$ cat src/rtl/aesl_deadlock_pkg.sv
// Purpose: shared FSM encoding and walk helpers for the deadlock detect unit.
// Latency: n/a (types, constants and pure functions only).
// Backpressure: n/a.
//
// Helpers work on MAX_PROC-wide vectors. Callers zero-extend their
// PROC_NUM-wide vectors and truncate the result, so PROC_NUM <= MAX_PROC.
package aesl_deadlock_pkg;

  localparam int unsigned MAX_PROC = 32;

  typedef logic [MAX_PROC-1:0] pvec_t;

  localparam logic [1:0] ST_SCAN        = 2'b00;
  localparam logic [1:0] ST_WAIT_ORIGIN = 2'b01;
  localparam logic [1:0] ST_WALK        = 2'b10;

  typedef enum logic [1:0] {
    SCAN        = ST_SCAN,
    WAIT_ORIGIN = ST_WAIT_ORIGIN,
    WALK        = ST_WALK
  } dd_state_t;

  // Position of the highest set bit; 0 for an all-zero vector.
  function automatic int unsigned idx(input pvec_t v);
    int unsigned r;
    r = 0;
    for (int unsigned b = 0; b < MAX_PROC; b++) begin
      if (v[b]) r = b;
    end
    return r;
  endfunction

  // One-hot of the lowest process that is both a dependency in 'row'
  // and currently stalled; zero when no such process exists.
  function automatic pvec_t succ(input pvec_t row, input pvec_t stalled);
    pvec_t hit;
    pvec_t r;
    logic  found;
    hit   = row & stalled;
    r     = '0;
    found = 1'b0;
    for (int unsigned b = 0; b < MAX_PROC; b++) begin
      if (hit[b] && !found) begin
        r[b]  = 1'b1;
        found = 1'b1;
      end
    end
    return r;
  endfunction

endpackage

$ cat src/rtl/aesl_deadlock_stall_cnt.sv
// Purpose: per-process saturating stall counter; flags a process as stalled.
// Latency: stalled rises TIMEOUT cycles after blocked is first sampled high.
// Backpressure: none; counts every cycle, clears the cycle blocked is low.
//
// Ports: clock, reset (async active-low), blocked (process waiting),
//        stalled (counter sits at TIMEOUT).
module aesl_deadlock_stall_cnt #(
  parameter int unsigned TIMEOUT = 16
) (
  input  logic clock,
  input  logic reset,
  input  logic blocked,
  output logic stalled
);

  localparam int unsigned CW  = $clog2(TIMEOUT + 1);
  localparam logic [CW-1:0] SAT = CW'(TIMEOUT);

  logic [CW-1:0] cnt;

  always_ff @(posedge clock or negedge reset) begin
    if (!reset) begin
      cnt <= '0;
    end else if (!blocked) begin
      cnt <= '0;
    end else if (cnt != SAT) begin
      cnt <= cnt + 1'b1;
    end
  end

  assign stalled = (cnt == SAT);

endmodule

$ cat src/rtl/aesl_deadlock_detect_unit.sv
// Purpose: detects stalled processes in a wait-for cycle and walks the cycle.
// Latency: candidates combinational in SCAN; first walk token 1 cycle after origin.
// Backpressure: none; the report unit paces the walk via origin/token_clear.
//
// Ports: clock, reset (async active-low), proc_blocked[PROC_NUM],
//        proc_dep[PROC_NUM*PROC_NUM] (bit i*PROC_NUM+j: i waits on j),
//        origin[PROC_NUM] (one-hot walk start), token_clear (walk closed),
//        dl_in_vec[PROC_NUM] (candidates or walk token), walk_err (sticky).
module aesl_deadlock_detect_unit
  import aesl_deadlock_pkg::*;
#(
  parameter int unsigned PROC_NUM = 4,
  parameter int unsigned TIMEOUT  = 16
) (
  input  logic                         clock,
  input  logic                         reset,
  input  logic [PROC_NUM-1:0]          proc_blocked,
  input  logic [PROC_NUM*PROC_NUM-1:0] proc_dep,
  input  logic [PROC_NUM-1:0]          origin,
  input  logic                         token_clear,
  output logic [PROC_NUM-1:0]          dl_in_vec,
  output logic                         walk_err
);

  localparam int unsigned SW = $clog2(PROC_NUM + 1);
  localparam logic [SW-1:0] STEP_MAX = SW'(PROC_NUM);

  logic [PROC_NUM-1:0] stalled;
  logic [PROC_NUM-1:0] cand;
  logic [PROC_NUM-1:0] token;
  logic [PROC_NUM-1:0] succ_tok;
  logic [PROC_NUM-1:0] succ_org;
  logic [SW-1:0]       step;
  dd_state_t           state;

  // Successor of a one-hot-ish vector: pick the dependency row of its
  // highest set bit. An empty vector has no successor, so a walk that
  // was started from an origin without a stalled successor fails cleanly.
  function automatic logic [PROC_NUM-1:0] succ_of(
    input logic [PROC_NUM-1:0]          v,
    input logic [PROC_NUM*PROC_NUM-1:0] dep,
    input logic [PROC_NUM-1:0]          stl
  );
    logic [PROC_NUM-1:0] row;
    pvec_t               s;
    int unsigned         k;
    row = '0;
    k   = idx(pvec_t'(v));
    for (int unsigned i = 0; i < PROC_NUM; i++) begin
      if (i == k) row = dep[i*PROC_NUM +: PROC_NUM];
    end
    s = succ(pvec_t'(row), pvec_t'(stl));
    return (v == '0) ? '0 : PROC_NUM'(s);
  endfunction

  for (genvar g = 0; g < PROC_NUM; g++) begin : g_cnt
    aesl_deadlock_stall_cnt #(
      .TIMEOUT (TIMEOUT)
    ) u_cnt (
      .clock   (clock),
      .reset   (reset),
      .blocked (proc_blocked[g]),
      .stalled (stalled[g])
    );
  end

  // A stalled process is a candidate only if it waits on another stalled one.
  always_comb begin
    cand = '0;
    for (int unsigned i = 0; i < PROC_NUM; i++) begin
      cand[i] = stalled[i] & (|(proc_dep[i*PROC_NUM +: PROC_NUM] & stalled));
    end
  end

  always_comb begin
    succ_tok = succ_of(token, proc_dep, stalled);
    succ_org = succ_of(origin, proc_dep, stalled);
  end

  // SCAN is left for good once a candidate shows up; only reset returns here.
  always_ff @(posedge clock or negedge reset) begin
    if (!reset) begin
      state    <= SCAN;
      token    <= '0;
      step     <= '0;
      walk_err <= 1'b0;
    end else begin
      unique case (state)
        SCAN: begin
          if (cand != '0) state <= WAIT_ORIGIN;
        end
        WAIT_ORIGIN: begin
          if (origin != '0) begin
            token <= succ_org;
            step  <= '0;
            state <= WALK;
          end
        end
        WALK: begin
          if (token_clear) begin
            token <= '0;
            state <= WAIT_ORIGIN;
          end else if (succ_tok == '0 || step == STEP_MAX) begin
            // Chain broke or ran longer than any real cycle could.
            walk_err <= 1'b1;
            token    <= '0;
            state    <= WAIT_ORIGIN;
          end else begin
            token <= succ_tok;
            step  <= step + 1'b1;
          end
        end
        default: state <= SCAN;
      endcase
    end
  end

  always_comb begin
    dl_in_vec = '0;
    unique case (state)
      SCAN:        dl_in_vec = cand;
      WAIT_ORIGIN: dl_in_vec = '0;
      WALK:        dl_in_vec = token;
      default:     dl_in_vec = '0;
    endcase
  end

endmodule

$ cat config.mk
export PLATFORM = sky130hd
export DESIGN_NAME = aesl_deadlock_detect_unit
export DESIGN_NICKNAME = d
export VERILOG_FILES = /design/src/rtl/aesl_deadlock_pkg.sv /design/src/rtl/aesl_deadlock_stall_cnt.sv /design/src/rtl/aesl_deadlock_detect_unit.sv
export SDC_FILE = /design/constraint.sdc
export NUM_CORES = 1
export LEC_CHECK = 0
export CORE_ASPECT_RATIO = 0.7
export CORE_MARGIN = 3
export CORE_UTILIZATION = 50
export DETAILED_ROUTE_END_ITERATION = 7
export PLACE_DENSITY = 0.74
export SLEW_MARGIN = 20
export SYNTH_ARGS = -nofsm -noshare
export SYNTH_HDL_FRONTEND = slang
export SYNTH_HIERARCHICAL = 1
export SYNTH_SLANG_ARGS = --single-unit
$ cat constraint.sdc
create_clock -name clock -period 2.9 [get_ports clock]
set_input_delay 0.435 -clock clock [delete_from_list [all_inputs] [get_ports clock]]
set_output_delay 0.435 -clock clock [all_outputs]
set_load 0.1 [all_outputs]
### Word level (Yosys, flattened, before mapping)

Index checks and enable logic that the tools add are counted.

| storage, ports and cells | value |
|---|---|
| register bits | 30 |
| input bits | 27 |
| logic and storage cells | 130 |
| output and inout bits | 5 |

| cells by class | value |
|---|---|
| mux-type cells | 50 |
| bitwise gates (word level) | 11 |
| add/subtract/negate cells | 5 |
| eq/ne operators | 26 |
| reductions and logical operators | 30 |

Operator list:

| kind | count |
|---|---|
| 2-bit by 32-bit == test with 1-bit output (first input constant) | 4 |
| 32-bit two-way mux | 4 |
| 1-bit by 32-bit == test with 1-bit output (first input constant) | 2 |
| 32-bit zero test | 2 |
| 4-bit two-way mux | 13 |
| 5-bit two-way mux | 8 |
| 4-bit bitwise AND | 6 |
| 5-bit by 1-bit adder with 5-bit output (second input constant) | 4 |
| 5-bit == test (second input constant) | 4 |
| 5-bit inequality test (second input constant) | 4 |
| 4-bit case mux with 2 select lines | 2 |
| 4-bit OR reduction | 4 |
| 1-bit two-way mux | 14 |
| 4-bit zero test | 3 |
| 3-bit two-way mux | 3 |
| 2-bit two-way mux | 4 |
| 2-bit by 1-bit inequality test with 1-bit output (second input constant) | 4 |
| 2-bit inequality test (second input constant) | 4 |
| 4-bit nonzero test | 2 |
| 1-bit logical AND | 6 |
| 1-bit zero test | 6 |
| 2-bit case mux with 3 select lines | 1 |
| 3-bit case mux with 2 select lines | 1 |
| 3-bit AND reduction | 2 |
| other kinds (12) | 15 |

### Longest topological paths before layout

Gate-level depths: netlist of the first run.

| depth | value |
|---|---|
| depth in word-level cells | 25 |
| depth in mapped cells | 10 |
| gate-level depth less buffers | 8 |

### By module

Netlist of the first run, hierarchy kept.

Modules (own cells, without submodules):

| module | cells each | times used | sequential area each (µm²) | area an instance (µm²) |
|---|---|---|---|---|
| aesl_deadlock_stall_cnt | 27 | 4 | 125.1 | 279.0 |
| aesl_deadlock_detect_unit | 129 | 1 | 250.2 | 1083.5 |

### Least setup slack after synthesis of the first run

OpenSTA, ideal clock, no wires.

| timing | value |
|---|---|
| path type | flip-flop to output port |
| start | reg g_cnt[0].u_cnt.cnt[0] |
| end | out dl_in_vec[3] |
| path slack | -0.229 ns |
| required time | 2.465 ns |
| path buffers | 2 |
| data arrival time | 2.694 ns |
| stages on the path, launching flop included | 11 |
| cells stage by stage | dfrtp_1 > inv_1 > ha_1 > nor4bb_1 > buf_4 > buf_6 > a21oi_1 > a21o_1 > nor2_1 > a21oi_1 > nor2_1 |

| between the ends | value |
|---|---|
| cells in the longest elaborated chain, start to end | 5 |

RTL lines:

| item | line | source |
|---|---|---|
| from (decl) | aesl_deadlock_stall_cnt.sv:19 | `logic [CW-1:0] cnt;` |
| from (signal assigned) | aesl_deadlock_stall_cnt.sv:27 | `cnt <= cnt + 1'b1;` |
| 5-bit == test | aesl_deadlock_stall_cnt.sv:31 | `assign stalled = (cnt == SAT);` |
| net stalled[0] | aesl_deadlock_detect_unit.sv:28 | `logic [PROC_NUM-1:0] stalled;` |
| 4-bit bitwise AND | aesl_deadlock_detect_unit.sv:71 | `cand[i] = stalled[i] & (\|(proc_dep[i*PROC_NUM +: PROC_NUM] & stalled));` |
| 4-bit OR reduction | aesl_deadlock_detect_unit.sv:71 |  |
| 1-bit bitwise AND | aesl_deadlock_detect_unit.sv:71 |  |
| 4-bit case mux with 2 select lines | aesl_deadlock_detect_unit.sv:120 | `unique case (state)` |
| to (decl) | aesl_deadlock_detect_unit.sv:21 | `output logic [PROC_NUM-1:0] dl_in_vec,` |

The timed path passes the listed nets, and every way through them passes these cells.

### Final worst setup path of the first run

| timing | value |
|---|---|
| start | reg g_cnt[0].u_cnt.cnt[0] |
| end | out dl_in_vec[2] |

The elaborated chain is that of the path after synthesis.

==> results of run 1 <==
registers in the layout (all words and copies together) (netlist names):
signal and count:
g_cnt.u_cnt/cnt 20, state 2, step 3, token 4, walk_err 1
logic make-up after synthesis:
group,share of synthesized area [%]
buffers and inverters,6.37
muxes,12.4
adders and majority gates,5.69
DFF,34.1
and+or+nand+nor,25.9
AOI/OAI and AO/OA,13.9
xor gates and xnor gates,1.59
cell usage after synthesis (2+ instances only):
master / instances
a21o_1: 2
a21oi_1: 9
a22oi_1: 4
a31oi_1: 3
buf_4: 4
buf_6: 3
clkbuf_1: 3
dfrtp_1: 30
ha_1: 10
inv_1: 16
mux2_2: 2
mux2i_1: 25
nand2_1: 29
nand2b_1: 17
nand3_1: 19
nand3b_1: 2
nand4b_1: 5
nor2_1: 11
nor2b_1: 2
nor3b_1: 5
nor4bb_1: 4
o211ai_1: 2
o21ai_0: 6
o311ai_2: 3
xnor2_1: 4
routing by layer:
layer  vias to the layer above  track usage, %
met5                         -               0
met4                         0            4.74
met3                         2            5.88
met2                        81            28.5
met1                       852            33.1
li1                        909               -
area by class of cell:
cell class              instances  area [um2]
clock buffers                   6        82.6
clock inverters                 2        12.5
fillers                       334        1370
inverters                      16        60.1
multi-input cells             180        1330
flip-flops and latches         30         751
well taps                      52        65.1
repair buffers                 38         400
worst min path at each step:
stage                       endpoint  slack, ns
2_1_floorplan  g_cnt[0].u_cnt/cnt[0]       0.14
3_3_place_gp                walk_err       0.46
3_5_place_dp                walk_err       0.46
4_1_cts                     walk_err       0.48
5_1_grt                     walk_err       0.51
6_report                    walk_err       0.48
power by group through the flow:
stage / logic (uW) / clock network (uW) / registers [uW]
after floorplan: 260 / 0 / 566
after global placement: 393 / 0 / 558
after detailed placement: 398 / 0 / 558
after CTS: 399 / 367 / 550
after global routing: 427 / 388 / 560
final: 398 / 359 / 554
cells in the final DEF, fill, tap and decap left out, types with 2 or more instances in the layout:
cell | netlist | final
a21o_1 | 2 | 2
a21oi_1 | 9 | 8
a22oi_1 | 4 | 4
a31oi_1 | 3 | 3
buf_12 | 0 | 4
buf_4 | 4 | 8
clkbuf_8 | 0 | 6
clkdlybuf4s50_1 | 0 | 26
dfrtp_1 | 30 | 30
ha_1 | 10 | 10
inv_1 | 16 | 16
mux2_2 | 2 | 2
mux2i_1 | 25 | 25
nand2_1 | 29 | 29
nand2b_1 | 17 | 17
nand3_1 | 19 | 19
nand3b_1 | 2 | 2
nand4b_1 | 5 | 5
nor2_1 | 11 | 7
nor2_2 | 0 | 4
nor2b_1 | 2 | 2
nor3b_1 | 5 | 5
nor4bb_1 | 4 | 3
o211ai_1 | 2 | 2
o21ai_0 | 6 | 6
o311ai_2 | 3 | 3
xnor2_1 | 4 | 4
through the flow:
| step | util, % | total power, uW | std cells |
|---|---|---|---|
| 2_1_floorplan | - | 827 | 237 |
| 3_3_place_gp | 64.0 | 952 | 316 |
| 3_5_place_dp | 64.0 | 956 | 316 |
| 4_1_cts | 66.3 | 1320 | 324 |
| 5_1_grt | 66.4 | 1370 | 324 |
| 6_report | 66.4 | 1310 | 324 |
==> flow_summary_export.csv, run 1 <==
group,metric,value,unit
pwr,p_sw_share,37.0,%
worst_setup_path,worstPathArrival,2.26,ns
global_route,grt_util_all_layers,21.2,%
sta,max_freq,372,MHz
clocking,clock_latency,0.28,ns
worst_setup_path,worst-path-stages,9,
detailed_routing,firstDrtPassIters,4,
worst_setup_path,r2r-end,"token[3]",
pwr,peakVddDrop,0.000315,V
worst_setup_path,cpLargestDelayFamily,"buffers and inverters",
detailed_routing,antenna_left,0,
clocking,path_clk_slew,0.07,ns
final_layout,antennaDiodeCount,0,
clocking,hold_buffers,0,
worst_setup_path,endpoint_kind,"output pin",
global_route,grt_max_degree,31,
clocking,post-cts-setup-buffer-count,0,
pwr,power_density,485,mW/mm2
sta,final-setup-viol-count,0,
logic_synthesis,synth_top_area_share,34.1,%
sta,period_needed,2.69,ns
detailed_routing,wl_met2,2030,um
die,die_h,61.5,um
clocking,root_buffer,"clkbuf_8",
clocking,cts_buffer_depth,2,
sta,finClkSkew,0.00495,ns
final_layout,nets,308,
worst_hold_path,hp-start,"walk_err",
logic_synthesis,synthCells,237,
logic_synthesis,synth_flop_cell,"dfrtp_1",
worst_setup_path,r2r_cells,9,
final_layout,area_growth,22.8,%
pwr,p_sw,484,uW
detailed_routing,vias_per_cell,5.69,
worst_setup_path,worstSetupEndpoint,"dl_in_vec[2]",
pwr,p_int,826,uW
logic_synthesis,ys_warn_count,6,
placed_design,io_buffer_count,31,
status,status,"completed",
detailed_routing,wirelength_met1,2620,um
sta,worst_pin_slew,0.510,ns
final_layout,design_area,0.00270,mm2
clocking,cts_tree,"done",
placed_design,dpl.hpwl,3960,um
worst_hold_path,whs_path_depth,1,
pwr,pwr-share-clk,27.4,%
sta,slew_headroom,65.9,%
detailed_routing,routed_wl,5170,um
die,die_area,0.00524,mm2
die,core_area,0.00407,mm2
worst_setup_path,cp_cell_sequence,"inv_1 -> ha_1 -> nor4bb_2 -> buf_4 -> a22oi_1 -> a21oi_1 -> mux2i_1 -> nor2_2 -> buf_12",
global_route,grt_pass1_wl,8480,um
worst_setup_path,cp_num_buf_inv,3,
detailed_routing,highest_layer,"met4",
die,std_cell_rows,19,
worst_setup_path,critPathLaunch,"g_cnt[0].u_cnt/cnt[0]",
sta,grt_setup_unrepaired,"no",
clocking,cts_sinks,30,
die,dieWidth,85.3,um
sta,period_share,92.8,%
clocking,ctsResizeCount,0,
global_route,gr-total-overflow,0,
detailed_routing,post_drt_wl_per_cell,16.0,um
clocking,htreeDepth,2,
worst_setup_path,reg2reg_slack,0.40,ns
detailed_routing,dr_wl_met3,494,um
global_route,antenna_found_initial,0,
logic_synthesis,synth_top_area_cell,"dfrtp_1",
logic_synthesis,synth_area_leaders,"dfrtp_1, mux2i_1, ha_1, nand2_1, nand2b_1",
worst_setup_path,critical_path.max_fanout,10,
job,cap_viol_max_count,0,
logic_synthesis,synth_seq_cells,30,
worst_setup_path,crit_path_start_kind,"register",
die,pin_count,32,
detailed_routing,drtIter0Drc,140,
logic_synthesis,synth_edf_count,0,
logic_synthesis,avgSynthCellArea,9.28,um2
worst_setup_path,rr_startpoint,"g_cnt[0].u_cnt/cnt[0]",
pwr,combPwrFrac,30.4,%
sta,timing.final.ws_setup,0.209,ns
worst_setup_path,slowest_stage,"dfrtp_1",
worst_hold_path,worstHoldPathType,"reg -> reg",
pwr,p_leak,0.00117,uW
worst_setup_path,slowest_delay,0.43,ns
logic_synthesis,async_flop_share,100,%
pwr,p_seq_share,42.2,%
logic_synthesis,yosysSeqAreaShare,34.1,%
logic_synthesis,yosysUniqueCellTypes,42,
detailed_routing,num_vias,1844,
die,start_util,54.1,%
worst_setup_path,path_class,"reg -> out",
worst_setup_path,cp.required,2.47,ns
placed_design,post-place-ws,0.471,ns
detailed_routing,drc,0,
sta,final.setup.tns,0,ns
sta,maxSlewViolCount,0,
clocking,cts_buffers,5,
sta,timing.hold.ws,0.481,ns
placed_design,place_area,0.00260,mm2
sta,finalHoldViolCount,0,
final_layout,drive_gt1_share,14.0,%
global_route,grt_pass1_vias,1656,
logic_synthesis,synth.net_count,274,
placed_design,gp_congestion,0.891,
logic_synthesis,syn-cell-area,0.00220,mm2
Power figures use the tool's default switching activity.
==> run 2: changes to the inputs <==
Settings changed: CAP_MARGIN set to 0, CORE_UTILIZATION 50 to 55, PLACE_DENSITY 0.74 to 0.81, REMOVE_ABC_BUFFERS set to 1.
==> run 2 against run 1 <==
Effect of this change: setup slack worse by 0.11 ns; power is 4.7% higher; count of clock-buffer cells in the layout is 1 lower; non-clock buffer count is 3 higher; die area is 8.3% lower; sequential share of layout area is 0.29 points lower; critical path type unchanged; largest cell class unchanged.
==> flow_summary_export.csv, run 2 (synthesis results as in run 1) <==
group,metric,value,unit
final_layout,regArea,751,um2
global_route,grt_util_all_layers,23.5,%
worst_setup_path,slowest_delay,0.42,ns
die,core_area,0.00367,mm2
detailed_routing,drc,0,
detailed_routing,drtIter0Drc,127,
sta,worst_pin_slew,0.586,ns
clocking,path_clk_slew,0.07,ns
global_route,gr-total-overflow,0,
die,dieWidth,81.6,um
worst_setup_path,r2r_cells,9,
sta,grt_setup_unrepaired,"yes",
global_route,antenna_found_initial,0,
clocking,cts_buffers,5,
final_layout,final_cell_mix,"dfrtp_1, nand2_1, clkdlybuf4s50_1, mux2i_1, nand3_1",
pwr,peakVddDrop,0.000381,V
detailed_routing,post_drt_wl_per_cell,16.1,um
detailed_routing,num_vias,1891,
final_layout,design_area,0.00273,mm2
die,std_cell_rows,18,
clocking,cts_buffer_depth,2,
detailed_routing,antenna_left,0,
die,start_util,59.9,%
final_layout,regMostFlops,"g_cnt.u_cnt/cnt",
sta,final.setup.tns,0,ns
clocking,cts_sinks,30,
sta,finClkSkew,0.00545,ns
final_layout,area_growth,24.1,%
detailed_routing,routed_wl,5240,um
final_layout,fillers,268,
detailed_routing,vias_per_cell,5.82,
placed_design,io_buffer_count,31,
global_route,grt_pass1_wl,8570,um
worst_setup_path,reg2reg_slack,0.44,ns
final_layout,top_regs,"g_cnt.u_cnt/cnt (20), token (4), step (3)",
worst_setup_path,endpoint_kind,"output pin",
clocking,root_buffer,"clkbuf_8",
clocking,hold_buffers,0,
worst_setup_path,critPathMostFrequentCell,"nor2_1",
worst_setup_path,cpLargestDelayFamily,"simple AND/OR/NAND/NOR gates",
worst_setup_path,r2r-end,"step[2]",
worst_setup_path,worstSetupEndpoint,"dl_in_vec[0]",
worst_setup_path,slowest_stage,"dfrtp_1",
detailed_routing,firstDrtPassIters,4,
worst_setup_path,rr_startpoint,"g_cnt[0].u_cnt/cnt[0]",
worst_hold_path,worstHoldPathType,"reg -> reg",
sta,finalHoldViolCount,0,
final_layout,drive_gt1_share,13.8,%
worst_setup_path,worstPathArrival,2.37,ns
pwr,p_leak,0.00120,uW
sta,period_needed,2.80,ns
worst_setup_path,path_class,"reg -> out",
final_layout,antennaDiodeCount,0,
sta,slew_headroom,60.9,%
die,pin_count,32,
final_layout,multiInputGateArea,0.00132,mm2
worst_setup_path,cp_cell_sequence,"inv_1 -> ha_1 -> nor4bb_2 -> buf_4 -> a22oi_1 -> a21o_1 -> nor2_1 -> a21oi_1 -> nor2_1 -> buf_12",
sta,max_freq,357,MHz
pwr,finalPower,1370,uW
job,cap_viol_max_count,0,
pwr,power_density,503,mW/mm2
global_route,grt_pass1_vias,1780,
status,status,"completed",
worst_setup_path,worst-path-stages,10,
worst_setup_path,crit_path_start_kind,"register",
worst_hold_path,whs_path_depth,1,
placed_design,dpl.hpwl,3820,um
sta,period_share,96.7,%
clocking,clock_latency,0.28,ns
placed_design,gp_congestion,0.960,
worst_setup_path,cp.required,2.47,ns
die,die_area,0.00481,mm2
sta,final-setup-viol-count,0,
clocking,htreeDepth,2,
clocking,cts_tree,"done",
final_layout,final_common_cell,"dfrtp_1",
worst_setup_path,critical_path.max_fanout,8,
die,die_h,58.9,um
global_route,grt_max_degree,31,
sta,maxSlewViolCount,0,
worst_setup_path,critPathLaunch,"g_cnt[3].u_cnt/cnt[0]",
worst_setup_path,cp_num_buf_inv,3,
placed_design,place_area,0.00259,mm2
final_layout,largest_register_ffs,20,
final_layout,nets,311,
==> run 2: timing repair <==
item                       CTS  global route
setup buffers                0             3
gates resized for setup      1             1
gates cloned                 0             0
setup endpoints to repair    1             2
==> run 2: how the worst min path moves through the flow <==
stage / start / slack [ns] / endpoint
global placement: walk_err / 0.46 / walk_err
finish: walk_err / 0.48 / walk_err
global route: walk_err / 0.52 / walk_err
floorplan: reset / 0.14 / g_cnt[0].u_cnt/cnt[0]
detailed placement: walk_err / 0.46 / walk_err
CTS: walk_err / 0.48 / walk_err
==> run 2: report_power, final <==
group	internal [uW]	leakage (uW)	switching (uW)
Clock	253	0.0000579	164
Sequential	467	0.000400	86.8
Combinational	169	0.000744	232
==> run 2: layer usage <==
| metal | up-vias | wire length (um) | GRT usage, % |
|---|---|---|---|
| li1 | 920 | - | - |
| met1 | 905 | 2400 | 33.3 |
| met2 | 59 | 2410 | 35.5 |
| met3 | 7 | 384 | 5.35 |
| met4 | 0 | 45 | 7.82 |
| met5 | - | 0 | 0 |
==> run 2: final cells by class <==
| cell class | count | area share (%) |
|---|---|---|
| repair buffers | 41 | 15.5 |
| multi-input cells | 180 | 48.5 |
| inverters | 16 | 2.20 |
| well taps | 50 | 2.29 |
| clock buffers | 5 | 2.52 |
| clock inverters | 3 | 1.47 |
| flip-flops and latches | 30 | 27.5 |
==> run 2: per-stage QoR <==
step           std cells  utilization, %  hold slack (ns)  worst slack, ns
3_5_place_dp         314            70.5            0.459            0.388
4_1_cts              322            73.7            0.475           0.0634
2_1_floorplan        226               -            0.139           -0.991
3_3_place_gp         314            70.5            0.457            0.472
5_1_grt              325            74.3            0.519          -0.0167
6_report             325            74.3            0.476           0.0970
==> run 3: changes to the inputs <==
Settings changed: CAP_MARGIN 0 to not set, CORE_UTILIZATION 55 to 43, PLACE_DENSITY 0.81 to 0.66.
==> run 3 against run 2 <==
Effect of this change: power shrank 3.4%; clock skew is 0.0037 ns higher; global-route usage decreased by 4.8 points; critical endpoint is now dl_in_vec[1]; largest power group unchanged; highest routed layer unchanged.
==> flow_summary_export.csv, run 3 (synthesis results as in run 1) <==
group,metric,value,unit
final_layout,largest_register_ffs,20,
die,std_cell_rows,21,
placed_design,gp_congestion,0.906,
die,die_h,65.8,um
worst_setup_path,path_class,"reg -> out",
detailed_routing,firstDrtPassIters,4,
die,core_area,0.00486,mm2
pwr,power_density,482,mW/mm2
clocking,post-cts-setup-buffer-count,0,
worst_setup_path,crit_path_start_kind,"register",
sta,period_needed,2.74,ns
worst_setup_path,endpoint_kind,"output pin",
final_layout,final_cell_mix,"dfrtp_1, nand2_1, clkdlybuf4s50_1, mux2i_1, nand3_1",
status,status,"completed",
global_route,busiest_layer,"met1",
clocking,cts_buffer_depth,2,
global_route,use_met1,29.3,%
detailed_routing,routed_wl,5450,um
sta,max_freq,365,MHz
global_route,antenna_found_initial,0,
final_layout,top_regs,"g_cnt.u_cnt/cnt (20), token (4), step (3)",
sta,finalHoldViolCount,0,
die,die_area,0.00602,mm2
detailed_routing,vias_per_cell,5.46,
die,start_util,45.3,%
final_layout,nets,310,
sta,final.setup.tns,0,ns
sta,worst_pin_slew,0.561,ns
final_layout,antennaDiodeCount,0,
placed_design,dpl.hpwl,4060,um
clocking,root_buffer,"clkbuf_8",
worst_setup_path,critical_path.max_fanout,10,
job,cap_viol_max_count,0,
die,dieWidth,91.5,um
worst_setup_path,worstPathArrival,2.31,ns
global_route,grt_pass1_wl,8770,um
detailed_routing,drtIter0Drc,231,
clocking,path_clk_slew,0.07,ns
worst_hold_path,worstHoldPathType,"reg -> reg",
detailed_routing,post_drt_wl_per_cell,15.9,um
sta,finClkSkew,0.00916,ns
detailed_routing,num_vias,1873,
global_route,grtUsageMet2,25.2,%
detailed_routing,antenna_left,0,
clocking,htreeDepth,2,
clocking,cts_tree,"done",
sta,timing.final.ws_setup,0.157,ns
placed_design,io_buffer_count,31,
pwr,p_leak,0.00119,uW
clocking,cts_buffers,5,
final_layout,final_common_cell,"dfrtp_1",
global_route,met3_usage,4.66,%
final_layout,drive_gt1_share,13.9,%
final_layout,regMostFlops,"g_cnt.u_cnt/cnt",
global_route,grt_util_all_layers,18.7,%
global_route,gr-total-overflow,0,
clocking,cts_sinks,30,
sta,period_share,94.6,%
clocking,clock_latency,0.28,ns
detailed_routing,drc,0,
die,pin_count,32,
global_route,grt_max_degree,31,
pwr,peakVddDrop,0.000221,V
sta,final-setup-viol-count,0,
placed_design,post-place-ws,0.445,ns
global_route,grt_pass1_vias,1666,
sta,slew_headroom,62.5,%
sta,maxSlewViolCount,0,
worst_setup_path,cp.required,2.47,ns
final_layout,area_growth,24.9,%
## run 3: what timing repair did
item / in CTS / in global routing
gates resized for setup: 0 / 4
endpoints found under the setup margin: 0 / 4
endpoints found under the hold margin: 0 / 0
hold buffers: 0 / 0
## run 3: metrics by stage
step | hold slack, ns | utilization, % | std cells | cell area [um2] | total power, uW
3_3_place_gp | 0.450 | 54.1 | 335 | 2630 | 957
2_1_floorplan | 0.139 | - | 226 | 2120 | 801
5_1_grt | 0.498 | 56.5 | 343 | 2750 | 1400
3_5_place_dp | 0.470 | 54.1 | 335 | 2630 | 966
4_1_cts | 0.485 | 56.0 | 343 | 2720 | 1320
6_report | 0.482 | 56.5 | 343 | 2750 | 1320
## run 3: per-layer routing
metal	routed length, um	part of all wire [%]
met1	2840	52
met2	2270	42
met3	317	5.8
met4	24	0.44
met5	0	0
## run 3: critical path, cell delays in order (launching register included)
cell and delay, ns:
dfrtp_1 0.43, inv_1 0.07, ha_1 0.15, nor4bb_2 0.31, buf_4 0.24, inv_1 0.12
a21oi_1 0.18, mux2i_1 0.11, nor2_1 0.20, buf_12 0.20
## run 3: where the power goes
group          internal (uW)  switching, uW
Clock                    191            170
Combinational            172            234
Sequential               467           91.7
Total                    829            495
## run 3: cell type report
cell class	instances	area [um2]
repair buffers	40	415
flip-flops and latches	30	751
fillers	436	2110
multi-input cells	180	1340
clock inverters	2	12.5
well taps	69	86.3
clock buffers	6	82.6
inverters	16	60.1
## run 3: path summary, 6_finish.rpt
kind	from	slack, ns	depth (start not counted)	endpoint
max in group asynchronous	reset	2.04	2	state[0]
min reg2reg	step[2]	0.48	1	step[2]
max	g_cnt[1].u_cnt/cnt[0]	0.16	9	dl_in_vec[1]
max reg2reg	g_cnt[0].u_cnt/cnt[0]	0.43	9	step[2]
min	step[2]	0.48	1	step[2]
min in group asynchronous	reset	0.55	2	g_cnt[2].u_cnt/cnt[3]
